--- src/rtl/hgc_pkg.sv ---
// Shared constants, the stage A cell record and the line-graphics range test
// for the Hercules pixel fetch path.
package hgc_pkg;

  localparam int TEXT_DOTS = 9;
  localparam int GRPH_DOTS = 16;
  localparam int FONT_AW   = 12;

  localparam logic [7:0] LINE_GFX_LO = 8'hC0;
  localparam logic [7:0] LINE_GFX_HI = 8'hDF;

  // One sampled VRAM cell plus the CRTC context that travels with it.
  typedef struct packed {
    logic [7:0] attr;
    logic [7:0] chr;
    logic [4:0] row;
    logic       de;
    logic       cur;
  } cell_t;

  function automatic logic is_line_gfx(input logic [7:0] c);
    return (c >= LINE_GFX_LO) && (c <= LINE_GFX_HI);
  endfunction

endpackage

--- src/rtl/hgc_dot_shifter.sv ---
// Loadable left shifter, 16 bits wide in graphics mode and 9 bits in text mode.
// Text words are left-justified on load, so the MSB is the first dot in both modes.
module hgc_dot_shifter (
  input  logic        clk,
  input  logic        reset,
  input  logic        load,
  input  logic        mode,
  input  logic [15:0] din,
  output logic        msb
);

  logic [15:0] sh;

  always_ff @(posedge clk) begin
    if (reset) begin
      sh <= '0;
    end else if (load) begin
      sh <= mode ? din : {din[8:0], 7'b0};
    end else begin
      sh <= {sh[14:0], 1'b0};
    end
  end

  assign msb = sh[15];

endmodule

--- src/rtl/hgc_pixel_fetch.sv ---
// Character/pixel fetch and serialiser: a cell sampled at dot 0 of one cell is shown
// on dots 0..N-1 of the next, with its attribute, row, enable and cursor held alongside.
module hgc_pixel_fetch
  import hgc_pkg::*;
#(
  parameter int          TEXT_DOTS = hgc_pkg::TEXT_DOTS,
  parameter int          GRPH_DOTS = hgc_pkg::GRPH_DOTS,
  parameter int unsigned LINE_GFX  = 1
) (
  input  logic               clk,
  input  logic               reset,
  input  logic               grph_mode,
  input  logic [15:0]        vram_data,
  input  logic [4:0]         row_addr_in,
  input  logic               display_enable_in,
  input  logic               cursor_in,
  output logic               char_strobe,
  output logic [FONT_AW-1:0] font_addr,
  input  logic [7:0]         font_data,
  output logic               pix_out,
  output logic               pix_750,
  output logic [7:0]         att_byte,
  output logic [4:0]         row_addr_out,
  output logic               display_enable_out,
  output logic               cursor_out
);

  localparam logic [3:0] TEXT_LAST = 4'(TEXT_DOTS - 1);
  localparam logic [3:0] GRPH_LAST = 4'(GRPH_DOTS - 1);

  logic [3:0]  dot_cnt, dot_nxt, last_cur, last_nxt;
  logic        mode_r, mode_nxt, wrap;
  cell_t       cell_a;
  logic [7:0]  font_a;
  logic        mode_b;
  logic        ext;
  logic [15:0] word;
  logic        sh_msb;

  // Mode only changes on the wrap cycle, so the next cell's length is known here
  // and the registered strobe can land exactly on that cell's last dot.
  always_comb begin
    last_cur = mode_r ? GRPH_LAST : TEXT_LAST;
    wrap     = (dot_cnt == last_cur);
    dot_nxt  = wrap ? 4'd0 : dot_cnt + 4'd1;
    mode_nxt = wrap ? grph_mode : mode_r;
    last_nxt = mode_nxt ? GRPH_LAST : TEXT_LAST;
  end

  always_comb begin
    ext  = (LINE_GFX != 0) && is_line_gfx(cell_a.chr) && font_a[0];
    word = mode_r ? {cell_a.attr, cell_a.chr} : {7'b0, font_a, ext};
    if (!cell_a.de) begin
      word = '0;
    end
  end

  always_ff @(posedge clk) begin
    if (reset) begin
      dot_cnt            <= '0;
      mode_r             <= 1'b0;
      char_strobe        <= 1'b0;
      font_addr          <= '0;
      cell_a             <= '0;
      font_a             <= '0;
      mode_b             <= 1'b0;
      att_byte           <= '0;
      row_addr_out       <= '0;
      display_enable_out <= 1'b0;
      cursor_out         <= 1'b0;
    end else begin
      dot_cnt     <= dot_nxt;
      mode_r      <= mode_nxt;
      char_strobe <= (dot_nxt == last_nxt);
      if (dot_cnt == 4'd0) begin
        cell_a <= '{attr: vram_data[15:8], chr: vram_data[7:0], row: row_addr_in,
                    de: display_enable_in, cur: cursor_in};
      end
      // Only row[3:0] addresses the font; row 16+ wraps but is forwarded whole.
      if (dot_cnt == 4'd1) begin
        font_addr <= {cell_a.chr, cell_a.row[3:0]};
      end
      if (dot_cnt == 4'd3) begin
        font_a <= font_data;
      end
      if (wrap) begin
        mode_b             <= mode_r;
        att_byte           <= cell_a.attr;
        row_addr_out       <= cell_a.row;
        display_enable_out <= cell_a.de;
        cursor_out         <= cell_a.cur;
      end
    end
  end

  hgc_dot_shifter u_shifter (
    .clk   (clk),
    .reset (reset),
    .load  (wrap),
    .mode  (mode_r),
    .din   (word),
    .msb   (sh_msb)
  );

  assign pix_out = sh_msb & ~mode_b;
  assign pix_750 = sh_msb & mode_b;

endmodule
--- config.mk ---
export PLATFORM = sky130hd
export DESIGN_NAME = hgc_pixel_fetch
export DESIGN_NICKNAME = d
export VERILOG_FILES = /design/src/rtl/hgc_pkg.sv /design/src/rtl/hgc_dot_shifter.sv /design/src/rtl/hgc_pixel_fetch.sv
export SDC_FILE = /design/constraint.sdc
export NUM_CORES = 1
export LEC_CHECK = 0
export ABC_CLOCK_PERIOD_IN_PS = 2550
export BUFFER_PORTS_ARGS = -buffer_cell sky130_fd_sc_hd__buf_2
export CORE_MARGIN = 3
export CORE_UTILIZATION = 58
export CTS_CLUSTER_DIAMETER = 60
export CTS_CLUSTER_SIZE = 12
export DETAILED_ROUTE_END_ITERATION = 6
export GPL_TIMING_DRIVEN = 1
export PLACE_DENSITY = 0.91
export SLEW_MARGIN = 20
export SYNTH_ARGS = -nofsm -noshare
export SYNTH_HDL_FRONTEND = slang
export SYNTH_SLANG_ARGS = --single-unit
--- constraint.sdc ---
create_clock -name clk -period 2.55 [get_ports clk]
set_clock_uncertainty 0.05 [all_clocks]
set_input_delay 0.255 -clock clk [delete_from_list [all_inputs] [get_ports clk]]
set_output_delay 0.255 -clock clk [all_outputs]
set_load 0.05 [all_outputs]
======== Word-level counts from Yosys, hierarchy flattened ========
Index checks and enable logic that the tools add are counted.
cells by class
  reductions and logical operators ........ 4
  add/sub/neg operators ................... 1
  equal/unequal tests ..................... 4
  mux-type cells .......................... 8
  magnitude comparators ................... 2
  bitwise gates (word level) .............. 5
operators by type and width
  operator                                                  number
  2-to-1 mux 16 bit                                         4
  == test 4 bit                                             2
  greater-or-equal comparator 8 bit, second input constant  1
  less-or-equal comparator 8 bit, second input constant     1
  2-to-1 mux 3 bit                                          2
  adder 4 x 1 -> 4 bit, second input constant               1
  == test 4 x 1 -> 1 bit, second input constant             1
  == test 4 x 2 -> 1 bit, second input constant             1
  logical NOT 4 bit                                         1
  2-to-1 mux 4 bit                                          1
  inverter 1 bit                                            3
  OR reduction 3 bit                                        1
  AND 1 bit                                                 2
  logical AND 1 bit                                         2
  2-to-1 mux 1 bit                                          1
word-level totals
  input bits .............................. 34
  output and inout bits ................... 30
  register bits after elaboration ......... 81
  logic and storage cells ................. 41

======== Longest topological paths before layout ========
Gate-level depths: netlist of the first run.
  depth in word-level cells ............... 7
  gate-level depth with buffers ........... 8
  depth with buffers taken out ............ 5

======== By module ========
From an unflattened synthesis of the first run, not the netlist that was laid out.
unflattened totals
  cells, all modules ...................... 397
  area total of the unflattened synthesis .. 3266.9 sq um
by module, submodules not included
  module           area each (sq um)  times used  cells each  sequential area each (sq um)
  hgc_pixel_fetch  2596.2             1           329         1301.2
  hgc_dot_shifter  670.6              1           68          320.3

======== Least setup slack after synthesis of the first run ========
OpenSTA, ideal clock, no wires.
  kind .................................... register to register
  start point ............................. reg dot_cnt[0]
  end point ............................... reg cell_a[14] (netlist name)
  cell stages (with the launch flop) ...... 7
  setup time .............................. 0.070 ns
  slack ................................... 1.095 ns
  clock period less this slack ............ 1.455 ns
  data arrival time ....................... 1.335 ns
  buffers on the path ..................... 1
  data required time ...................... 2.430 ns
  path through ............................ dfxtp_1 inv_1 ha_1 nand2_1 buf_1 nand2_1 a21oi_1
between the ends
  cells in the longest elaborated chain, start to end .. 1
ends and longest elaborated chain
  what                    line                   source
  from (decl)             hgc_pixel_fetch.sv:31  logic [3:0] dot_cnt, dot_nxt, last_cur, last_nxt;
  from (signal assigned)  hgc_pixel_fetch.sv:72  dot_cnt <= dot_nxt;
  logical NOT 4 bit       hgc_pixel_fetch.sv:75  if (dot_cnt == 4'd0) begin
  to (signal assigned)    hgc_pixel_fetch.sv:76  cell_a <= '{attr: vram_data[15:8], chr: vram_data[7:0], row: row_addr_in,
  to (decl)               hgc_pixel_fetch.sv:33  cell_t cell_a;
No other way between the ends.
A chain may end at the register's enable or synchronous reset.

======== Final worst setup path of the first run ========
  start point ............................. reg dot_cnt[2]
  end point ............................... reg att_byte[4]
between the ends
  cells in the longest elaborated chain, start to end .. 1
ends and longest elaborated chain
  what                  line                   source
  == test 4 bit         hgc_pixel_fetch.sv:44  wrap = (dot_cnt == last_cur);
  to (signal assigned)  hgc_pixel_fetch.sv:88  att_byte <= cell_a.attr;
  to (decl)             hgc_pixel_fetch.sv:22  output logic [7:0] att_byte,
No other way between the ends.

==> results.md, run 1 <==
* Post-layout util at 0.703
* Initial drt markers at 196
* CTS H-tree depth at 3
* Syn Inst Count at 375
* Initial Utilization at 0.607
* Vias per cell at 5.44
* Initial antenna violation count at 0
* Syn nets at 412
* Crit path kind: flop to flop
* Critical path arrival at 2230 ps
* Diode count at 0
* CTS clk-pin slew, worst paths at 80 ps
* Chip height at 79.3 um
* Die area at 6290 um^2
* CTS tree: done
* Cell taking the most area after synthesis: dfxtp_1
* CP Capture Type: flop
* Share of cells above drive strength 1 at 0.219
* Ys flop type: dfxtp_1
* Vias in the first global route at 2621
* Leading cell type in the layout, fill and taps excluded: nand2_1
* Post-CTS Setup Bufs at 0
* Cell chosen for the clock root: clkbuf_8
* Post-synth cell types at 37
* Lkg Pwr at 1.47 nW
* Final HPWL DP at 4740 um
* Die width at 79.3 um
* Post-cts repair resize count at 0
* Layout area overhead at 15.8%
* Cts bufs inserted at 9
* Worst path cell trace: and4_1 -> o21a_1 -> buf_4 -> nand2_1 -> a21oi_1
* Fin crit share at 0.794
* Final-report hold violation count at 0
* Top Ports at 64
* Gpl congestion at 0.833
* Final net count at 461
* Ys async rst share at 0
* Largest net degree at the start of global routing at 42
* # clock sinks at 81
* Worst slew margin at 0.399
* Routed WL per cell at 14.5 um
* Slew Limit Fails at 0
* Slowest CP cell: dfxtp_1
* Row count at 26
* Worst-case vdd ir drop at 0.527 mV
* Clock period minus worst slack at 2030 ps
* Unrepaired setup endpoints after global routing: no
* Synth area leaders: dfxtp_1 52%, nand2_1 14%, a21oi_1 11%
* Max-Cap Viols at 0
* Worst slew pin tran at 901 ps
* Max frequency at 494 MHz
* Register area share after synthesis at 0.520
* Crit path largest cell delay at 520 ps
* Setup TNS at 0 ps
* First-pass GRT wire length at 12000 um
* Yosys top cell area share at 0.520
* Final setup fails at 0
* CP Launch Type: flop
* Total Routing Usage GR at 0.246
* Yosys reg bits at 81
* Mapped Area at 3120 um^2
* Antenna Nets Post-Route at 0
* Hold/Removal Path Class: primary input to flop
* Highest-count cells in the layout ignoring fill and taps: 118 x nand2_1, 81 x dfxtp_1, 66 x a21oi_1
* I/O Buffers at 63
* Required time of the worst setup path at 2760 ps
* Drt total wl at 7230 um
* Synth Warn # at 0
* First-pass iteration count of the detailed router at 4
* DRC errors left at 0
* Grt ovf at 0
* Critical path peak fanout at 17
* Status: finished, final reports clean
* Hold-fix buffer count after cts at 0
* Max clock buf depth at 2
* Via Count at 2714
* Number of synthesized flops with an enable pin at 0
* Core footprint at 5140 um^2
* Avg Cell Area, Syn at 8.32 um^2
* Pwr dens at 710 nW/um^2
* Clock latency at the later pin of the worst-skew pair at 350 ps
* Hold slack at 78.0 ps
[final timing paths]
kind	from	end	slack, ps	cells past startpoint
max	dot_cnt[2]$_SDFF_PP0_	att_byte[4]$_SDFFE_PP0N_	520	5
min	row_addr_in[2]	cell_a[4]$_SDFFE_PP0N_	80	3
max reg2reg	dot_cnt[2]$_SDFF_PP0_	att_byte[4]$_SDFFE_PP0N_	520	5
min reg2reg	u_shifter.sh[13]$_SDFF_PP0_	u_shifter.sh[14]$_SDFF_PP0_	390	2
[per-layer routing]
metal | vias to the layer above | share of wire | GRT usage
met5 | - | 0 | 0
met2 | 106 | 0.47 | 0.391
met3 | 23 | 0.065 | 0.0737
met1 | 1245 | 0.43 | 0.302
met4 | 0 | 0.034 | 0.127
li1 | 1340 | - | -
[cells in the mapped netlist, drive strengths merged (2+ instances only)]
cell type,number
a21oi,66
a22oi,2
and2,5
buf,17
clkbuf,12
dfxtp,81
ha,3
inv,3
mux2,8
mux2i,8
nand2,118
nand3,9
nand4,4
nand4b,2
nor2,16
nor2b,2
nor3,2
[stage by stage]
stage                     total power [W]  instance area, um^2  setup slack, ps  cells
after floorplan                   0.00156                 3120             1090    375
after global placement            0.00162                 3410              736    483
after detailed placement          0.00163                 3410              570    483
after CTS                         0.00257                 3610              534    499
after global routing              0.00266                 3610              368    499
final                             0.00257                 3610              525    499
[flip-flops by register name, indices dropped and copies added (netlist names)]
signal,count
att_byte,8
cell_a,23
char_strobe,1
cursor_out,1
display_enable_out,1
dot_cnt,4
font_a,8
font_addr,12
mode_b,1
mode_r,1
row_addr_out,5
u_shifter.sh,16
[kinds of logic (layout without fill, tap and decap cells)]
group	count (synthesis)	in the layout	synth area share
xor gates and xnor gates	1	1	0.00281
muxes	16	16	0.0546
adders and majority gates	3	3	0.0120
buffers and inverters	32	86	0.0509
DFF	81	81	0.520
AOI/OAI and AO/OA	78	78	0.138
and+or+nand+nor	164	164	0.222
[where the power goes]
group          switching [W]  internal [W]
clock network       0.000456      0.000502
registers          0.0000526       0.00131
logic               0.000160     0.0000795
[cell type report]
type / count / area [um^2]
inverters: 3 / 11.3
repair buffers: 67 / 345
clock inverters: 5 / 53.8
fillers: 412 / 1530
clock buffers: 11 / 151
flip-flops and latches: 81 / 1620
multi-input cells: 262 / 1340
well taps: 70 / 87.6
[critical path, delay by kind of cell (launching register included)]
family                 cells  cell delay (ps)
AO/OA/AOI/OAI              2              650
AND/OR/NAND/NOR            2              390
buffers and inverters      1              310
flip-flops                 1              520
Power figures use the tool's default switching activity.
==> inputs of run 2 (changes only) <==
--- a/config.mk
+++ b/config.mk
@@ -5,15 +5,15 @@
 export SDC_FILE = /design/constraint.sdc
 export NUM_CORES = 1
 export LEC_CHECK = 0
-export ABC_CLOCK_PERIOD_IN_PS = 2550
+export ABC_CLOCK_PERIOD_IN_PS = 1750
 export BUFFER_PORTS_ARGS = -buffer_cell sky130_fd_sc_hd__buf_2
 export CORE_MARGIN = 3
-export CORE_UTILIZATION = 58
+export CORE_UTILIZATION = 48
 export CTS_CLUSTER_DIAMETER = 60
 export CTS_CLUSTER_SIZE = 12
 export DETAILED_ROUTE_END_ITERATION = 6
 export GPL_TIMING_DRIVEN = 1
-export PLACE_DENSITY = 0.91
+export PLACE_DENSITY = 0.81
 export SLEW_MARGIN = 20
 export SYNTH_ARGS = -nofsm -noshare
 export SYNTH_HDL_FRONTEND = slang
==> constraint.sdc (replaced) <==
create_clock -name clk -period 1.75 [get_ports clk]
set_clock_uncertainty 0.05 [all_clocks]
set_input_delay 0.175 -clock clk [delete_from_list [all_inputs] [get_ports clk]]
set_output_delay 0.175 -clock clk [all_outputs]
set_load 0.05 [all_outputs]
==> results.md, run 2 (synthesized netlist as in run 1, its figures left out) <==
* Status: finished, final reports clean (unchanged)
* Gpl congestion at 0.917 (was 0.833)
* CP Launch Type: flop (unchanged)
* Cells after DPL at 500 (was 483)
* Total Routing Usage GR at 0.204 (was 0.246)
* Pwr dens at 971 nW/um^2 (was 710 nW/um^2)
* Diode count at 0 (unchanged)
* CTS tree: done (unchanged)
* Worst path cell trace: nor4_2 -> o21a_1 -> buf_4 -> nand3_1 -> a21oi_1 (was and4_1 -> o21a_1 -> buf_4 -> nand2_1 -> a21oi_1)
* DRC errors left at 0 (unchanged)
* Via Count at 2791 (was 2714)
* Power, Total at 0.00380 W (was 0.00257 W)
* CTS clk-pin slew, worst paths at 90 ps (was 80 ps)
* Drt total wl at 7480 um (was 7230 um)
* Cts bufs inserted at 9 (unchanged)
* Core footprint at 6100 um^2 (was 5140 um^2)
* Routed WL per cell at 14.0 um (was 14.5 um)
* Max clock buf depth at 2 (unchanged)
* Fill cell count at 521 (was 412)
* Largest net degree at the start of global routing at 30 (was 42)
* Critical path peak fanout at 17 (unchanged)
* # clock sinks at 81 (unchanged)
* Initial antenna violation count at 0 (unchanged)
* Chip height at 86.6 um (was 79.3 um)
* Antenna Nets Post-Route at 0 (unchanged)
* Stages on the worst setup path at 5 (unchanged)
* Unrepaired setup endpoints after global routing: no (unchanged)
* Highest-count cells in the layout ignoring fill and taps: 117 x nand2_1, 80 x dfxtp_1, 66 x a21oi_1 (was 118 x nand2_1, 81 x dfxtp_1, 66 x a21oi_1)
* Critical path arrival at 1870 ps (was 2230 ps)
* Required time of the worst setup path at 1980 ps (was 2760 ps)
* Crit. Startpoint: dot_cnt[0]$_SDFF_PP0_ (was dot_cnt[2]$_SDFF_PP0_)
* Post-CTS Setup Bufs at 0 (unchanged)
* Max FFs per register at 23 (unchanged)
* Slowest CP cell: dfxtp_1 (unchanged)
* Share of cells above drive strength 1 at 0.231 (was 0.219)
* Vias per cell at 5.24 (was 5.44)
* Setup TNS at 0 ps (unchanged)
* Max-Cap Viols at 0 (unchanged)
* Hold/Removal Path Class: primary input to flop (unchanged)
* Clock period minus worst slack at 1640 ps (was 2030 ps)
* Top Ports at 64 (unchanged)
* Fin crit share at 0.938 (was 0.794)
* Crit path kind: flop to flop (unchanged)
* Die width at 86.6 um (was 79.3 um)
* Hold path cells at 3 (unchanged)
* Final HPWL DP at 5090 um (was 4740 um)
* Grt ovf at 0 (unchanged)
* Worst slew margin at 0.590 (was 0.399)
* Post-Layout Cell Count at 533 (was 499)
* Worst path buffer plus inverter count at 1 (unchanged)
* Initial drt markers at 188 (was 196)
* Leading cell type in the layout, fill and taps excluded: nand2_1 (unchanged)
* Die area at 7500 um^2 (was 6290 um^2)
* Clock latency at the later pin of the worst-skew pair at 360 ps (was 350 ps)
* CP Capture Type: flop (unchanged)
* Worst slew pin tran at 614 ps (was 901 ps)
* Vias in the first global route at 2547 (was 2621)
* Slew Limit Fails at 0 (unchanged)
* Top Registers: cell_a x23, u_shifter.sh x16, font_addr x12 (unchanged)
* Cell chosen for the clock root: clkbuf_8 (unchanged)
* Final net count at 490 (was 461)
* I/O Buffers at 63 (unchanged)
* Layout area overhead at 25.5% (was 15.8%)
* Crit path largest cell delay at 390 ps (was 520 ps)
* Initial Utilization at 0.512 (was 0.607)
* Max frequency at 609 MHz (was 494 MHz)
* Min-delay src: cursor_in (was row_addr_in[2])
* Largest register by flop count: cell_a (unchanged)
* Worst r2r src: dot_cnt[0]$_SDFF_PP0_ (was dot_cnt[2]$_SDFF_PP0_)
* Final setup fails at 0 (unchanged)
* First-pass GRT wire length at 12100 um (was 12000 um)
* First-pass iteration count of the detailed router at 4 (unchanged)
* Row count at 28 (was 26)
* Hold slack at 14.2 ps (was 78.0 ps)
* Worst-case vdd ir drop at 0.530 mV (was 0.527 mV)
* CP top delay family: simple AND/OR/NAND/NOR gates (was compound AO/OA/AOI/OAI gates)
* Final-report hold violation count at 0 (unchanged)
* Lkg Pwr at 1.61 nW (was 1.47 nW)
* Worst Reg2Reg Path Length in Cells at 5 (unchanged)
* CTS H-tree depth at 3 (unchanged)
run 2: changes by cell type in the layout (fill, tap and decap cells not counted), moves of 2 or more:
cell / before / now
clkbuf_1: 0 / 2
clkinv_2: 3 / 1
buf_12: 0 / 3
buf_4: 4 / 13
dlygate4sd3_1: 0 / 17
run 2: timing repair:
action,in CTS,in global routing
hold buffers,17,0
gates resized for setup,0,2
endpoints found under the setup margin,0,10
endpoints found under the hold margin,17,0
run 2: where the power goes:
| group | total [W] | switching, W | internal, W |
|---|---|---|---|
| Sequential | 0.00199 | 0.0000742 | 0.00192 |
| Clock | 0.00138 | 0.000678 | 0.000703 |
| Combinational | 0.000427 | 0.000250 | 0.000177 |
| Total | 0.00380 | 0.00100 | 0.00280 |
run 2: metrics by stage:
stage	util	worst slack (ps)	cell area, um^2
floorplan	-	295	3120
global placement	0.581	176	3540
detailed placement	0.581	122	3540
CTS	0.641	72.7	3910
global route	0.642	2.26	3910
finish	0.642	108	3910
run 2: layout make-up:
type                    instances  area, um^2  share of cell area
flip-flops and latches         81        1620               0.415
multi-input cells             262        1350               0.344
repair buffers                 96         643               0.164
clock buffers                  12         145              0.0371
well taps                      75        93.8              0.0240
clock inverters                 4        52.6              0.0134
inverters                       3        11.3             0.00288
run 2: final timing paths:
path / endpoint / slack (ps)
setup reg to reg: u_shifter.sh[10]$_SDFF_PP0_ / 110
hold reg to reg: u_shifter.sh[2]$_SDFF_PP0_ / 380
hold / removal: cell_a[0]$_SDFFE_PP0N_ / 10
setup / recovery: u_shifter.sh[10]$_SDFF_PP0_ / 110
run 2: worst register-to-register path: stages, from the launching register on:
cell     delay [ps]
dfxtp_1         390
nor4_2          370
o21a_1          220
buf_4           240
nand3_1         110
a21oi_1         190
run 2: per-layer routing:
metal,routed length [um],global-route usage,up-vias
met5,0,0,-
met2,3630,0.330,78
met4,112,0.0864,0
met3,376,0.0390,10
li1,-,-,1400
met1,3350,0.267,1303
==> inputs of run 3 (changes only) <==
--- a/config.mk
+++ b/config.mk
@@ -8,12 +8,13 @@
 export ABC_CLOCK_PERIOD_IN_PS = 1750
 export BUFFER_PORTS_ARGS = -buffer_cell sky130_fd_sc_hd__buf_2
 export CORE_MARGIN = 3
-export CORE_UTILIZATION = 48
+export CORE_UTILIZATION = 45
 export CTS_CLUSTER_DIAMETER = 60
 export CTS_CLUSTER_SIZE = 12
 export DETAILED_ROUTE_END_ITERATION = 6
 export GPL_TIMING_DRIVEN = 1
-export PLACE_DENSITY = 0.81
+export HOLD_SLACK_MARGIN = 0.03
+export PLACE_DENSITY = 0.77
 export SLEW_MARGIN = 20
 export SYNTH_ARGS = -nofsm -noshare
 export SYNTH_HDL_FRONTEND = slang
==> results.md, run 3 (synthesized netlist as in run 1, its figures left out) <==
* Die width at 89.3 um (was 86.6 um)
* Fill cell count at 541 (was 521)
* Max FFs per register at 23 (unchanged)
* Chip height at 89.3 um (was 86.6 um)
* Die area at 7970 um^2 (was 7500 um^2)
* Pwr dens at 1000 nW/um^2 (was 971 nW/um^2)
* Worst path cell trace: and4_1 -> o21a_1 -> buf_4 -> nand3_1 -> a21oi_1 (was nor4_2 -> o21a_1 -> buf_4 -> nand3_1 -> a21oi_1)
* Critical path peak fanout at 15 (was 17)
* Max clock buf depth at 2 (unchanged)
* Critical path arrival at 1820 ps (was 1870 ps)
* Core footprint at 6530 um^2 (was 6100 um^2)
* Worst slew pin tran at 603 ps (was 614 ps)
* Slowest CP cell: dfxtp_1 (unchanged)
* Post-CTS Setup Bufs at 0 (unchanged)
* Initial drt markers at 129 (was 188)
* Cts bufs inserted at 9 (unchanged)
* Antenna Nets Post-Route at 0 (unchanged)
* First-pass GRT wire length at 12500 um (was 12100 um)
* I/O Buffers at 63 (unchanged)
* Required time of the worst setup path at 1980 ps (about the same)
* First-pass iteration count of the detailed router at 4 (unchanged)
* Total Routing Usage GR at 0.205 (was 0.204)
* CTS tree: done (unchanged)
* Final instance area at 4080 um^2 (was 3910 um^2)
* Top Ports at 64 (unchanged)
* Crit path largest cell delay at 480 ps (was 390 ps)
* Leading cell type in the layout, fill and taps excluded: nand2_1 (unchanged)
* CTS clk-pin slew, worst paths at 90 ps (about the same)
* Slew Limit Fails at 0 (unchanged)
* Top Registers: cell_a x23, u_shifter.sh x16, font_addr x12 (unchanged)
* Largest register by flop count: cell_a (unchanged)
* Final setup fails at 0 (unchanged)
* Highest-count cells in the layout ignoring fill and taps: 118 x nand2_1, 80 x dfxtp_1, 66 x a21oi_1 (was 117 x nand2_1, 80 x dfxtp_1, 66 x a21oi_1)
* Fin crit share at 0.907 (was 0.938)
* Clock latency at the later pin of the worst-skew pair at 360 ps (about the same)
* DRC errors left at 0 (unchanged)
* CP Launch Type: flop (unchanged)
* Crit path kind: flop to flop (unchanged)
* Power, Total at 0.00410 W (was 0.00380 W)
* Setup TNS at 0 ps (unchanged)
* Share of cells above drive strength 1 at 0.230 (was 0.231)
* CP top delay family: flip-flops (was simple AND/OR/NAND/NOR gates)
* Via Count at 2813 (was 2791)
* Gpl congestion at 0.883 (was 0.917)
* Max frequency at 630 MHz (was 609 MHz)
* Cell chosen for the clock root: clkbuf_8 (unchanged)
* Vias in the first global route at 2754 (was 2547)
* Largest net degree at the start of global routing at 30 (unchanged)
* Diode count at 0 (unchanged)
* CP Capture Type: flop (unchanged)
* Layout area overhead at 30.9% (was 25.5%)
* Hold slack at 37.6 ps (was 14.2 ps)
* Initial Utilization at 0.478 (was 0.512)
* Post-Place Cell Area at 3530 um^2 (was 3540 um^2)
* Status: finished, final reports clean (unchanged)
* Max-Cap Viols at 0 (unchanged)
* Post-Layout Cell Count at 550 (was 533)
* Hold/Removal Path Class: primary input to flop (unchanged)
* Clock period minus worst slack at 1590 ps (was 1640 ps)
* # clock sinks at 81 (unchanged)
* Cells after DPL at 504 (was 500)
* Vias per cell at 5.11 (was 5.24)
* CTS H-tree depth at 3 (unchanged)
* Grt ovf at 0 (unchanged)
* Unrepaired setup endpoints after global routing: no (unchanged)
* Final-report hold violation count at 0 (unchanged)
* Worst slew margin at 0.598 (was 0.590)
* Routed WL per cell at 13.5 um (was 14.0 um)
* Initial antenna violation count at 0 (unchanged)
* Final HPWL DP at 5100 um (was 5090 um)
* Lkg Pwr at 1.69 nW (was 1.61 nW)
* Final net count at 505 (was 490)
* Row count at 29 (was 28)
* Worst-case vdd ir drop at 0.640 mV (was 0.530 mV)
* Drt total wl at 7430 um (was 7480 um)
* Worst path buffer plus inverter count at 1 (unchanged)
[run 3: worst reg2reg max path: stages, from the launching register on]
cell and delay, ps:
dfxtp_1 480, and4_1 280, o21a_1 180, buf_4 230, nand3_1 120, a21oi_1 190
[run 3: what timing repair did]
item | CTS | global route
endpoints found under the setup margin | 0 | 7
hold endpoints to repair | 30 | 0
gates resized for setup | 0 | 1
hold buffers | 30 | 0
[run 3: through the flow]
| step | setup WS [ps] | util |
|---|---|---|
| 3_3_place_gp | 168 | 0.541 |
| 6_report | 162 | 0.625 |
| 5_1_grt | 4.72 | 0.625 |
| 3_5_place_dp | 167 | 0.541 |
| 4_1_cts | 103 | 0.625 |
| 2_1_floorplan | 295 | - |
[run 3: worst paths after layout]
path,from,endpoint,slack (ps),depth (start not counted)
max,dot_cnt[0]$_SDFF_PP0_,u_shifter.sh[9]$_SDFF_PP0_,160,5
min,vram_data[4],cell_a[11]$_SDFFE_PP0N_,40,3
max reg2reg,dot_cnt[0]$_SDFF_PP0_,u_shifter.sh[9]$_SDFF_PP0_,160,5
min reg2reg,u_shifter.sh[13]$_SDFF_PP0_,u_shifter.sh[14]$_SDFF_PP0_,380,2
[run 3: layout make-up]
cell class	instances	area (um^2)	area share
flip-flops and latches	81	1620	0.397
multi-input cells	262	1340	0.329
repair buffers	111	763	0.187
clock buffers	9	124	0.0303
clock inverters	7	124	0.0303
well taps	77	96.3	0.0236
inverters	3	11.3	0.00276
[run 3: power by group]
group	switching, W	total [W]	internal (W)
registers	0.0000719	0.00199	0.00192
logic	0.000249	0.000441	0.000192
clock network	0.000705	0.00167	0.000965
total	0.00103	0.00410	0.00307
[run 3: per-layer routing]
metal | track usage | vias to the layer above | share of wire
li1 | - | 1431 | -
met1 | 0.262 | 1299 | 0.45
met2 | 0.336 | 73 | 0.49
met3 | 0.0553 | 10 | 0.048
met4 | 0.0677 | 0 | 0.015
met5 | 0 | - | 0
